$ cat config.mk
export PLATFORM = sky130hd
export DESIGN_NAME = login_sequencer_flat
export DESIGN_NICKNAME = d
export VERILOG_FILES = /design/src/rtl/login_pkg.sv /design/src/rtl/login_sequencer_if.sv /design/src/rtl/hold_timer.sv /design/src/rtl/login_sequencer.sv /design/src/flat_wrapper.sv
export SDC_FILE = /design/constraint.sdc
export NUM_CORES = 1
export LEC_CHECK = 0
export ABC_AREA = 1
export BUFFER_PORTS_ARGS = -buffer_cell sky130_fd_sc_hd__buf_2
export CORE_ASPECT_RATIO = 1.4
export CORE_MARGIN = 2
export CORE_UTILIZATION = 50
export DETAILED_ROUTE_END_ITERATION = 10
export PLACE_DENSITY_LB_ADDON = 0.08
export SKIP_LAST_GASP = 1
export SLEW_MARGIN = 25
export SYNTH_ARGS = -nofsm -noshare
export SYNTH_HDL_FRONTEND = slang
export SYNTH_SLANG_ARGS = --single-unit
$ cat constraint.sdc
create_clock -name clk1KHz -period 1.9 [get_ports clk1KHz]
set_input_delay 0.38 -clock clk1KHz [delete_from_list [all_inputs] [get_ports clk1KHz]]
set_output_delay 0.38 -clock clk1KHz [all_outputs]
set_load 0.1 [all_outputs]
$ cat src/rtl/login_pkg.sv
// Shared types and constants for the keypad login sequencer.
// Holds the FSM state encoding and the per-state output flags.
package login_pkg;

   localparam int DIGITS_PER_FIELD = 4;
   localparam int ENTRY_LEN        = 8;
   localparam int FIELD_W          = 16;

   typedef enum logic [2:0] {
      ST_CLEAR   = 3'd0,
      ST_IDLE    = 3'd1,
      ST_CHECK   = 3'd2,
      ST_GRANT   = 3'd3,
      ST_DENY    = 3'd4,
      ST_LOCKOUT = 3'd5
   } state_t;

   typedef struct packed {
      logic clear_entry;
      logic granted;
      logic denied;
      logic locked;
      logic busy;
   } flags_t;

   function automatic int max_int(input int a, input int b);
      return (a > b) ? a : b;
   endfunction

   // Moore output flags for a state; registered together with the state itself.
   function automatic flags_t state_flags(input state_t s);
      flags_t f;
      f = '0;
      case (s)
         ST_CLEAR:   begin f.clear_entry = 1'b1; f.busy = 1'b1; end
         ST_IDLE:    ;
         ST_CHECK:   f.busy = 1'b1;
         ST_GRANT:   begin f.clear_entry = 1'b1; f.granted = 1'b1; f.busy = 1'b1; end
         ST_DENY:    begin f.clear_entry = 1'b1; f.denied  = 1'b1; f.busy = 1'b1; end
         ST_LOCKOUT: begin f.clear_entry = 1'b1; f.locked  = 1'b1; f.busy = 1'b1; end
         default:    begin f.clear_entry = 1'b1; f.busy = 1'b1; end
      endcase
      return f;
   endfunction

endpackage

$ cat src/rtl/login_sequencer_if.sv
// Keypad-decoder and display/unlock signals of the login sequencer.
// slave is the sequencer side, master the decoder/display side.
interface login_sequencer_if #(
   parameter int UW = 2,
   parameter int FW = 2
);
   logic [3:0]    inputCount;
   logic [15:0]   userNameIn;
   logic [15:0]   passwordIn;
   logic          cancel;
   logic          clearEntry;
   logic          accessGranted;
   logic          accessDenied;
   logic          lockedOut;
   logic [UW-1:0] matchedUser;
   logic [FW-1:0] attemptsLeft;
   logic          entryPhase;
   logic          busy;

   modport slave (
      input  inputCount, userNameIn, passwordIn, cancel,
      output clearEntry, accessGranted, accessDenied, lockedOut,
             matchedUser, attemptsLeft, entryPhase, busy
   );

   modport master (
      output inputCount, userNameIn, passwordIn, cancel,
      input  clearEntry, accessGranted, accessDenied, lockedOut,
             matchedUser, attemptsLeft, entryPhase, busy
   );
endinterface

$ cat src/rtl/hold_timer.sv
// Loadable down-counter that parks at zero; used for grant/deny/lockout hold times.
module hold_timer #(
   parameter int WIDTH = 15
) (
   input  logic             clk1KHz,
   input  logic             resetN,
   input  logic             load,
   input  logic [WIDTH-1:0] value,
   output logic             zero
);

   logic [WIDTH-1:0] count;

   // NOTE: sequential state is written only with non-blocking assignments so every
   // register samples pre-edge values, matching the hardware.
   always_ff @(posedge clk1KHz or negedge resetN) begin
      if (!resetN) begin
         count <= '0;
      end else if (load) begin
         count <= value;
      end else if (count != '0) begin
         count <= count - 1'b1;
      end
   end

   assign zero = (count == '0);

endmodule

$ cat src/rtl/login_sequencer.sv
// Keypad login flow: snapshot an 8-digit entry, scan the credential table one
// entry per cycle, show grant/deny for a fixed time and lock out after repeated failures.
module login_sequencer
   import login_pkg::*;
#(
   parameter int NUM_USERS  = 4,
   parameter int MAX_FAILS  = 3,
   parameter int HOLD_TICKS = 2000,
   parameter int LOCK_TICKS = 30000,
   parameter logic [FIELD_W*NUM_USERS-1:0] USER_TABLE = 64'h4321_9753_2468_1234,
   parameter logic [FIELD_W*NUM_USERS-1:0] PASS_TABLE = 64'h0007_5555_1357_8642
) (
   input logic             clk1KHz,
   input logic             resetN,
   login_sequencer_if.slave bus
);

   localparam int UW     = (NUM_USERS > 1) ? $clog2(NUM_USERS) : 1;
   localparam int FW     = $clog2(MAX_FAILS + 1);
   localparam int TW_RAW = $clog2(max_int(HOLD_TICKS, LOCK_TICKS));
   localparam int TW     = (TW_RAW < 1) ? 1 : TW_RAW;

   localparam logic [TW-1:0] HOLD_LOAD = TW'(HOLD_TICKS - 1);
   localparam logic [TW-1:0] LOCK_LOAD = TW'(LOCK_TICKS - 1);
   localparam logic [UW-1:0] LAST_IDX  = UW'(NUM_USERS - 1);
   localparam logic [FW-1:0] FAILS_MAX = FW'(MAX_FAILS);

   state_t             state;
   flags_t             flags;
   logic [UW-1:0]      idx;
   logic [UW-1:0]      matched_user;
   logic [FW-1:0]      fail_count;
   logic [FIELD_W-1:0] user_snap;
   logic [FIELD_W-1:0] pass_snap;

   logic               entry_match;
   logic               timer_load;
   logic [TW-1:0]      timer_value;
   logic               timer_zero;

   assign entry_match =
      (user_snap == USER_TABLE[FIELD_W*int'(idx) +: FIELD_W]) &&
      (pass_snap == PASS_TABLE[FIELD_W*int'(idx) +: FIELD_W]);

   // The timer loads only on the edge that enters GRANT, DENY or LOCKOUT.
   // NOTE: every always_comb output gets a default first so no latch is inferred.
   always_comb begin
      timer_load  = 1'b0;
      timer_value = HOLD_LOAD;
      case (state)
         ST_CHECK: begin
            if (entry_match || idx == LAST_IDX) timer_load = 1'b1;
         end
         ST_DENY: begin
            if (timer_zero && fail_count == FAILS_MAX) begin
               timer_load  = 1'b1;
               timer_value = LOCK_LOAD;
            end
         end
         default: ;
      endcase
   end

   hold_timer #(.WIDTH(TW)) u_hold_timer (
      .clk1KHz (clk1KHz),
      .resetN  (resetN),
      .load    (timer_load),
      .value   (timer_value),
      .zero    (timer_zero)
   );

   always_ff @(posedge clk1KHz or negedge resetN) begin
      if (!resetN) begin
         state        <= ST_CLEAR;
         flags        <= state_flags(ST_CLEAR);
         idx          <= '0;
         fail_count   <= '0;
         matched_user <= '0;
         user_snap    <= '0;
         pass_snap    <= '0;
      end else begin
         case (state)
            ST_CLEAR: begin
               state <= ST_IDLE;
               flags <= state_flags(ST_IDLE);
            end
            ST_IDLE: begin
               // cancel takes priority over a completed entry
               if (bus.cancel) begin
                  state <= ST_CLEAR;
                  flags <= state_flags(ST_CLEAR);
               end else if (bus.inputCount >= 4'(ENTRY_LEN)) begin
                  state     <= ST_CHECK;
                  flags     <= state_flags(ST_CHECK);
                  user_snap <= bus.userNameIn;
                  pass_snap <= bus.passwordIn;
                  idx       <= '0;
               end
            end
            ST_CHECK: begin
               if (entry_match) begin
                  state        <= ST_GRANT;
                  flags        <= state_flags(ST_GRANT);
                  matched_user <= idx;
                  fail_count   <= '0;
               end else if (idx == LAST_IDX) begin
                  state <= ST_DENY;
                  flags <= state_flags(ST_DENY);
                  if (fail_count != FAILS_MAX) fail_count <= fail_count + 1'b1;
               end else begin
                  idx <= idx + 1'b1;
               end
            end
            ST_GRANT: begin
               if (timer_zero) begin
                  state <= ST_IDLE;
                  flags <= state_flags(ST_IDLE);
               end
            end
            ST_DENY: begin
               if (timer_zero) begin
                  if (fail_count == FAILS_MAX) begin
                     state <= ST_LOCKOUT;
                     flags <= state_flags(ST_LOCKOUT);
                  end else begin
                     state <= ST_IDLE;
                     flags <= state_flags(ST_IDLE);
                  end
               end
            end
            ST_LOCKOUT: begin
               if (timer_zero) begin
                  state      <= ST_IDLE;
                  flags      <= state_flags(ST_IDLE);
                  fail_count <= '0;
               end
            end
            default: begin
               state <= ST_CLEAR;
               flags <= state_flags(ST_CLEAR);
            end
         endcase
      end
   end

   assign bus.clearEntry    = flags.clear_entry;
   assign bus.accessGranted = flags.granted;
   assign bus.accessDenied  = flags.denied;
   assign bus.lockedOut     = flags.locked;
   assign bus.busy          = flags.busy;
   assign bus.matchedUser   = matched_user;
   assign bus.attemptsLeft  = flags.locked ? '0 : (FAILS_MAX - fail_count);
   assign bus.entryPhase    = (bus.inputCount >= 4'(DIGITS_PER_FIELD));

endmodule

$ cat src/flat_wrapper.sv
// flat-port wrapper written by rule: the top's interface ports become plain ports
module login_sequencer_flat import login_pkg::*;
#(
   parameter int NUM_USERS  = 4,
   parameter int MAX_FAILS  = 3,
   parameter int HOLD_TICKS = 2000,
   parameter int LOCK_TICKS = 30000,
   parameter logic [FIELD_W*NUM_USERS-1:0] USER_TABLE = 64'h4321_9753_2468_1234,
   parameter logic [FIELD_W*NUM_USERS-1:0] PASS_TABLE = 64'h0007_5555_1357_8642
)
  (clk1KHz, resetN, bus_inputCount, bus_userNameIn, bus_passwordIn, bus_cancel, bus_clearEntry, bus_accessGranted, bus_accessDenied, bus_lockedOut, bus_matchedUser, bus_attemptsLeft, bus_entryPhase, bus_busy);
  login_sequencer_if #(.UW(2), .FW(2)) bus_i ();
  input logic clk1KHz;
  input logic resetN;
  input wire logic [$bits(bus_i.inputCount)-1:0] bus_inputCount;
  input wire logic [$bits(bus_i.userNameIn)-1:0] bus_userNameIn;
  input wire logic [$bits(bus_i.passwordIn)-1:0] bus_passwordIn;
  input wire logic [$bits(bus_i.cancel)-1:0] bus_cancel;
  output wire logic [$bits(bus_i.clearEntry)-1:0] bus_clearEntry;
  output wire logic [$bits(bus_i.accessGranted)-1:0] bus_accessGranted;
  output wire logic [$bits(bus_i.accessDenied)-1:0] bus_accessDenied;
  output wire logic [$bits(bus_i.lockedOut)-1:0] bus_lockedOut;
  output wire logic [$bits(bus_i.matchedUser)-1:0] bus_matchedUser;
  output wire logic [$bits(bus_i.attemptsLeft)-1:0] bus_attemptsLeft;
  output wire logic [$bits(bus_i.entryPhase)-1:0] bus_entryPhase;
  output wire logic [$bits(bus_i.busy)-1:0] bus_busy;
  assign bus_i.inputCount = bus_inputCount;
  assign bus_i.userNameIn = bus_userNameIn;
  assign bus_i.passwordIn = bus_passwordIn;
  assign bus_i.cancel = bus_cancel;
  assign bus_clearEntry = bus_i.clearEntry;
  assign bus_accessGranted = bus_i.accessGranted;
  assign bus_accessDenied = bus_i.accessDenied;
  assign bus_lockedOut = bus_i.lockedOut;
  assign bus_matchedUser = bus_i.matchedUser;
  assign bus_attemptsLeft = bus_i.attemptsLeft;
  assign bus_entryPhase = bus_i.entryPhase;
  assign bus_busy = bus_i.busy;
  login_sequencer #(.NUM_USERS(NUM_USERS), .MAX_FAILS(MAX_FAILS), .HOLD_TICKS(HOLD_TICKS), .LOCK_TICKS(LOCK_TICKS), .USER_TABLE(USER_TABLE), .PASS_TABLE(PASS_TABLE)) u_core (.clk1KHz(clk1KHz), .resetN(resetN), .bus(bus_i));
endmodule
After elaboration in Yosys (flattened, before gate mapping)
Cells that the tools add are included.
Widths: inputs -> output; s select.
{"block": "word_totals", "reg_bits": 61, "in_bits": 39, "output_inout_bits": 10, "wordCells": 90}
{"block": "op_classes", "add_sub_neg": 4, "bitwise": 1, "muxes": 34, "n_lt_le_gt_ge": 2, "reduce_logical": 15, "shifts": 2, "eq_ne": 20}
{"op": "$shiftx 64x7->16 const A", "count": 2}
{"op": "$mux 15", "count": 4}
{"op": "$mux 5", "count": 7}
{"op": "$eq 16x16->1", "count": 2}
{"op": "$pmux 5 s5", "count": 1}
{"op": "$mux 3", "count": 7}
{"op": "$mux 2", "count": 9}
{"op": "$logic_not 15->1", "count": 1}
{"op": "$pmux 3 s5", "count": 1}
{"op": "$reduce_bool 15->1", "count": 1}
{"op": "$sub 15x1->15 const B", "count": 1}
{"op": "$ne 2x1->1 const B", "count": 4}
{"op": "$ne 2x2->1 const B", "count": 4}
{"op": "$pmux 2 s2", "count": 2}
{"op": "$reduce_and 4->1", "count": 2}
{"op": "$eq 3x2->1 const B", "count": 2}
{"op": "$eq 3x3->1 const B", "count": 2}
{"op": "$ne 3x1->1 const B", "count": 2}
{"op": "$reduce_bool 2->1", "count": 3}
{"op": "$reduce_and 5->1", "count": 1}
{"op": "$add 2x1->2 const B", "count": 2}
{"op": "$eq 2x2->1 const B", "count": 2}
{"op": "$ge 4x3->1 const B", "count": 1}
{"op": "$ge 4x4->1 const B", "count": 1}
{"op": "12 further kinds", "count": 14}

Logic depth before layout (Yosys ltp)
Gate-level depths: netlist of run 1.
{"block": "logic_depth", "word_depth": 7, "mapped_depth": 17, "ltp_nobuf": 15}

Modules after synthesis
Synthesis of run 1 repeated with hierarchy kept, for this count alone.
{"block": "hier_totals", "hier_cells": 462, "hier_area_um2": 3503.4}
{"mod": "login_sequencer", "area_per_inst_um2": 2496.1, "cells_each": 323, "seq_area_each_um2": 1153.6, "n_inst": 1}
{"mod": "hold_timer", "area_per_inst_um2": 1007.2, "cells_each": 139, "seq_area_each_um2": 375.4, "n_inst": 1}

Worst setup path after synthesis of run 1
No wires, ideal clock.
{"block": "synth_path", "path_type": "register to output", "from": "reg u_core.flags, in the netlist u_core.bus.lockedOut", "to": "out bus_attemptsLeft[0]", "required_ns": 1.520, "arrival_ns": 2.167, "path_buffers": 0, "setup_slack_ns": -0.647, "stages_incl_launch_ff": 2, "cell_sequence": "dfrtp_1 > nor2_1"}
{"block": "synth_between", "elab_chain_cells": 1}
{"item": "start, declared", "line_no": "login_sequencer.sv:29", "source": "flags_t flags;"}
{"item": "start signal, assigned", "line_no": "login_sequencer.sv:75", "source": "flags <= state_flags(ST_CLEAR);"}
{"item": "start signal, assigned", "line_no": "login_sequencer.sv:85", "source": "flags <= state_flags(ST_IDLE);"}
{"item": "start signal, assigned", "line_no": "login_sequencer.sv:91", "source": "flags <= state_flags(ST_CLEAR);"}
{"item": "$mux 2", "line_no": "login_sequencer.sv:152", "source": "assign bus.attemptsLeft = flags.locked ? '0 : (FAILS_MAX - fail_count);"}
{"item": "end, declared", "line_no": "flat_wrapper.sv:24", "source": "output wire logic [$bits(bus_i.attemptsLeft)-1:0] bus_attemptsLeft;"}
Every way passes these cells.

Worst setup path after layout of run 1
{"block": "layout_path", "from": "reg u_core.idx[1]", "to": "reg u_core.idx[0]"}
{"block": "layout_between", "elab_chain_cells": 5, "elab_cells_between_ends": 9, "cone_classes": "eq/ne (5); shift (2); reduce/logical (2)"}
{"item": "start, declared", "line_no": "login_sequencer.sv:30", "source": "logic [UW-1:0] idx;"}
{"item": "start signal, assigned", "line_no": "login_sequencer.sv:111", "source": "idx <= idx + 1'b1;"}
{"item": "$shiftx 64x7->16, on equally long branches", "line_no": "login_sequencer.sv:42, login_sequencer.sv:43"}
{"item": "$eq 16x16->1, on equally long branches", "line_no": "login_sequencer.sv:42, login_sequencer.sv:43"}
{"item": "$logic_and 1x1->1", "line_no": "login_sequencer.sv:42", "source": "(user_snap == USER_TABLE[FIELD_W*int'(idx) +: FIELD_W]) &&"}
{"item": "$ne 2x2->1 (no line)"}
{"item": "$reduce_and 5->1 (no line) *"}
Mark *: on every way between the ends. The rest lies on a longest branch, timed or not.
A chain may end at the register's enable or synchronous reset.

==> results.toml, run 1 <==
[run_status]
status = "finished, violations left"
violations = "setup timing"

[clock_network]
cts_sinks = 61
path_clk_slew_ps = 70
htree_levels = 3
cts_root_buf = "clkbuf_8"
cts_tree = "done"
clock_path_buffers = 2
cts_buffers = 9
clk_latency_ps = 350

[floorplanning]
core_mm2 = 0.00698
dieArea_mm2 = 0.00794
ios = 49
rows = 36
chipHeight_um = 105
dieWidth_um = 75.9
start_util_pct = 51.8

[logic_synthesis]
syn_area_mm2 = 0.00362
synth_top_area_share_pct = 40.8
synth_simple_gate_area_share_pct = 25.7
synth_xor_area_share_pct = 6.71
yosysWarnings = 0
syn_inst = 429
yosysTopAreaCell = "dfrtp_1"
async_reset_ff_share_pct = 100
ys_seq_area_share_pct = 42.3
ys_seq_elements = 61
yosysUniqueCellTypes = 39
synth_area_leaders = "dfrtp_1, nand2_1, nor2_1"
synth.area.mux_share_pct = 6.23
syn_avg_cell_area_um2 = 8.43
synth_top_family_by_area = "simple AND/OR/NAND/NOR gates"
syn-num-nets = 477
synth_common_cells = "nand2_1, dfrtp_1, nor2_1, inv_1, nand3_1"
synth_ff_type = "dfrtp_1"
synth_compound_area_share_pct = 8.13
synth-edff-count = 0
synth_most_common_cell = "nand2_1"
synthAdderAreaFrac_pct = 3.11

[drt]
routed_wl_mm = 8.15
antenna_left = 0
drt_iter0_drc = 127
wl_per_cell_um = 13.4
via_count = 3036
drc = 0
firstDrtPassIters = 5
vias_per_cell = 4.98

[timing]
fin_crit_sh_pct = 112
finalSetupViolCount = 29
fmax_mhz = 472
holdWs_ps = 25.1
worst_slew_pin_slew_ps = 484
clock_skew_ps = 10.6
hold_viol_final = 0
slew_headroom_pct = 67.9
fin_setup_tns_ps = -5110
period_needed_ps = 2120
rsz0062_at_grt = "yes"
slew_viol_final = 0
setup_slack_ps = -219

[finish]
fin_nets = 560
diodes = 0
final.fill_count = 580
areaGrowthSynthToFinish_pct = 28.9
drive_gt1_share_pct = 34.4
fin_cells = 610

[global_routing]
grt_max_degree = 62
grt_usage_pct = 22.4
antenna_found_initial = 0
overflow = 0
first_global_vias = 3051
grt_pass1_wl_mm = 13.5

[power_and_ir_drop]
leakagePower_nw = 2.30
power_density_mw_per_mm2 = 1710
max-vdd-ir-drop_mv = 0.861

[flow_run]
cap_violations = 0

[critical_path]
arrival_ps = 2380
cp_max_fo = 7
worstSetupPathType = "reg -> reg"
crit_path_start_kind = "register"
required_ps = 2170
r2r_start = "u_core.idx[1]$_DFFE_PN0P_"
end_kind = "register"
reg2reg_depth = 14
r2r_slack_ps = -220
r2r_end = "u_core.idx[0]$_DFFE_PN0P_"

[place]
post-place-ws_ps = -346
io_buffers = 46
place_congestion = 0.857
placed_cells = 587
hpwl_mm = 5.78

[worst_hold_path]
hold_class = "in -> async"
## flip-flops by register name, summed over array words and instances (netlist names), 2 cells and up
signal	flops
u_core.idx	2
u_core.fail_count	2
u_core.bus.matchedUser	2
u_core.u_hold_timer.count	15
u_core.pass_snap	16
u_core.state	3
u_core.user_snap	16
## worst max path at each step
stage                                           from                     endpoint  slack (ps)  cells past startpoint
finish                     u_core.idx[1]$_DFFE_PN0P_    u_core.idx[0]$_DFFE_PN0P_        -220                     14
global route               u_core.idx[1]$_DFFE_PN0P_    u_core.idx[0]$_DFFE_PN0P_        -380                     14
CTS                        u_core.idx[1]$_DFFE_PN0P_    u_core.idx[0]$_DFFE_PN0P_        -180                     14
detailed placement         u_core.idx[0]$_DFFE_PN0P_  u_core.state[0]$_DFFE_PN0P_        -350                     13
global placement           u_core.idx[1]$_DFFE_PN0P_    u_core.idx[0]$_DFFE_PN0P_        -340                     14
floorplan           u_core.bus.lockedOut$_DFFE_PN0P_          bus_attemptsLeft[0]        -200                      1
## cells by family (layout without fill, tap and decap cells)
kind of cell / after synthesis / in the layout
XOR/XNOR: 26 / 26
AO/OA/AOI/OAI: 49 / 49
multiplexers: 20 / 20
flip-flops: 61 / 61
adder cells (fa/ha/maj): 9 / 9
AND/OR/NAND/NOR: 206 / 208
buffers and inverters: 58 / 142
## worst max-delay path: stages, from the launching register on
cell and delay [ps]:
dfrtp_1 390, buf_6 120, inv_4 40, ha_4 370
xnor2_2 140, nand2_1 80, nor2_1 120, nand2_1 80
nor2_2 130, nand2_1 90, nand2_2 120, nand2_4 120
nand2_4 90, nand2_1 50, o21ai_0 80
## stage by stage
stage	total power, mW	instance area, µm²	utilization [%]
after floorplan	5.53	3700	-
after global placement	6.29	4190	60.0
after detailed placement	6.41	4190	60.0
after CTS	7.88	4580	65.6
after global routing	8.58	4660	66.8
final	7.98	4660	66.8
## power by group
group	internal, mW	total [mW]	switching [mW]
logic	1.86	4.39	2.53
clock network	0.699	1.19	0.490
registers	1.91	2.40	0.489
## layer usage
layer  wire length (µm)  up-vias  global-route usage [%]  share of wire (%)
li1                   -     1547                       -                  -
met1               3200     1417                    25.2                 39
met2               4460       51                    38.2                 55
met3                222       21                    3.86                2.7
met4                271        0                    12.8                3.3
met5                  0        -                       0                  0
## area by class of cell
type                    instances  area, µm²  area share, %
clock buffers                  13        169           3.62
clock inverters                 1       30.0          0.644
flip-flops and latches         61       1530           32.8
inverters                      46        175           3.76
repair buffers                 82        574           12.3
well taps                      95        119           2.55
multi-input cells             312       2070           44.3
## placed cells by master, fill, tap and decap left out, types with 8 or more instances in the layout
master,count
nand2_1,83
dfrtp_1,59
nor2_1,49
buf_2,46
inv_1,42
buf_4,28
nand3_1,15
a21oi_1,14
nand2_2,14
mux2_1,12
clkbuf_8,12
o21ai_0,11
xor2_1,10
xnor2_2,9
mux2_2,8
## timing repair
action,4_1_cts,5_1_grt
setup endpoints to repair,29,29
hold buffers,0,0
resized for setup,25,18
gates cloned,2,0
pin swaps,19,12
buffers inserted,6,1
(Power assumes the default switching activity.)
==> inputs of run 2 (changes only) <==
Settings changed: BUFFER_PORTS_ARGS -buffer_cell sky130_fd_sc_hd__buf_2 to unset, DONT_BUFFER_PORTS set to 1.
==> run 2 against run 1 <==
Highest routed layer unchanged. Global-route usage is 0.31 points lower. Register-to-register slack hardly changed. The run still ends with setup timing left. Largest power group unchanged. Critical endpoint is now u_core.u_hold_timer.count[12]$_DFFE_PN0P_. Sequential cell count stayed put.
==> results.toml, run 2 (synthesis gave the netlist of run 1 again) <==
[timing]
slew_headroom_pct = 65.4
clock_skew_ps = 10.2
rsz0062_at_grt = "yes"
fmax_mhz = 472
holdWs_ps = 159
finalSetupViolCount = 29
fin_crit_sh_pct = 112
hold_viol_final = 0
period_needed_ps = 2120
setup_slack_ps = -220
slew_viol_final = 0
worst_slew_pin_slew_ps = 519
fin_setup_tns_ps = -4430

[place]
hpwl_mm = 5.69
post-place-ws_ps = -332
placed_cells = 550
io_buffers = 0
place_congestion = 0.912

[critical_path]
required_ps = 2140
cp_max_fo = 6
worstSetupPathType = "reg -> reg"
end_kind = "register"
crit_path_start_kind = "register"
arrival_ps = 2360

[floorplanning]
dieWidth_um = 75.9
dieArea_mm2 = 0.00794
ios = 49
chipHeight_um = 105
start_util_pct = 51.8
core_mm2 = 0.00698
rows = 36

[finish]
areaGrowthSynthToFinish_pct = 25.1
diodes = 0
register_area_mm2 = 0.00153
fin_cells = 574
final.fill_count = 590
multi_input_comb_area_mm2 = 0.00209
reg_top3 = "u_core.pass_snap: 16 flops, u_core.user_snap: 16 flops, u_core.u_hold_timer.count: 15 flops"
mostFrequentLayoutCells = "nand2_1, dfrtp_1, nor2_1, inv_1, buf_4"
mostFrequentLayoutCell = "nand2_1"
drive_gt1_share_pct = 30.9
utilization_pct = 64.8
fin_nets = 522

[global_routing]
antenna_found_initial = 0
overflow = 0
first_global_vias = 2967
grt_max_degree = 62
grt_usage_pct = 22.1
grt_pass1_wl_mm = 13.3

[drt]
wl_per_cell_um = 14.1
via_count = 2907
antenna_left = 0
drc = 0
drt_iter0_drc = 100
firstDrtPassIters = 4
routed_wl_mm = 8.08
vias_per_cell = 5.06

[power_and_ir_drop]
leakagePower_nw = 2.14
power_density_mw_per_mm2 = 1740
max-vdd-ir-drop_mv = 1.16

[clock_network]
clock_path_buffers = 2
cts_root_buf = "clkbuf_8"
path_clk_slew_ps = 70
cts_buffers = 9
clk_latency_ps = 350
htree_levels = 3
cts_sinks = 61
cts_tree = "done"

[run_status]
status = "finished, violations left"
violations = "setup timing"

[flow_run]
cap_violations = 0

[worst_hold_path]
hold_class = "in -> reg"
[run 2: cell count changes in the layout (fill, tap and decap cells not counted), sizes merged]
cell / delta
buf: -38
bufinv: -1
clkinv: +1
dlygate4sd3: +1
clkbuf: +2
nand2: -1
[run 2: timing repair]
action                                 CTS  global route
hold buffers                             2             0
buffers inserted                         4             1
gates cloned                             1             0
pin swaps                               12             7
gates resized for setup                 27            31
setup endpoints to repair               29            29
endpoints found under the hold margin   61             0
[run 2: final cells by class]
type | count | area share, %
Clock inverter | 1 | 0.111
Sequential cell | 61 | 33.8
Inverter | 46 | 3.87
Tap cell | 95 | 2.63
Timing Repair Buffer | 45 | 9.38
Clock buffer | 15 | 3.90
Multi-Input combinational cell | 311 | 46.3
[run 2: metrics by stage]
step	instance area [µm²]	power (mW)
after floorplan	3700	5.53
after global placement	4030	6.29
after detailed placement	4030	6.39
after CTS	4390	7.74
after global routing	4520	8.51
final	4520	7.88
[run 2: report_power, final]
part / leakage (nW) / internal, mW / switching, mW
combinational: 1.31 / 1.89 / 2.37
clock: 0.0937 / 0.580 / 0.493
sequential: 0.728 / 1.92 / 0.635
[run 2: critical path, stage by stage, from the launching register on]
cell,delay [ps]
dfrtp_1,380
inv_2,70
buf_6,120
ha_4,360
xnor2_2,140
nand2_2,100
nor2_2,110
nand2_1,80
nor2_2,120
nand2_2,100
nand2_4,110
nand2_4,80
buf_6,130
o211ai_2,50
inv_1,50
[run 2: worst paths after layout]
check	startpoint	to	slack [ps]	depth (start not counted)
min	bus_passwordIn[8]	u_core.pass_snap[8]$_DFFE_PN0P_	160	1
min in group asynchronous	resetN	u_core.fail_count[1]$_DFFE_PN0P_	560	2
max reg2reg	u_core.idx[0]$_DFFE_PN0P_	u_core.u_hold_timer.count[12]$_DFFE_PN0P_	-220	14
max	u_core.idx[0]$_DFFE_PN0P_	u_core.u_hold_timer.count[12]$_DFFE_PN0P_	-220	14
min reg2reg	u_core.user_snap[0]$_DFFE_PN0P_	u_core.user_snap[0]$_DFFE_PN0P_	520	1
max in group asynchronous	resetN	u_core.bus.clearEntry$_DFFE_PN1P_	1050	2
[run 2: routing by layer]
layer | global-route usage [%] | part of all wire (%)
met4 | 11.9 | 3.6
met5 | 0 | 0
met2 | 36.6 | 53
met1 | 25.0 | 40
met3 | 5.79 | 3.5
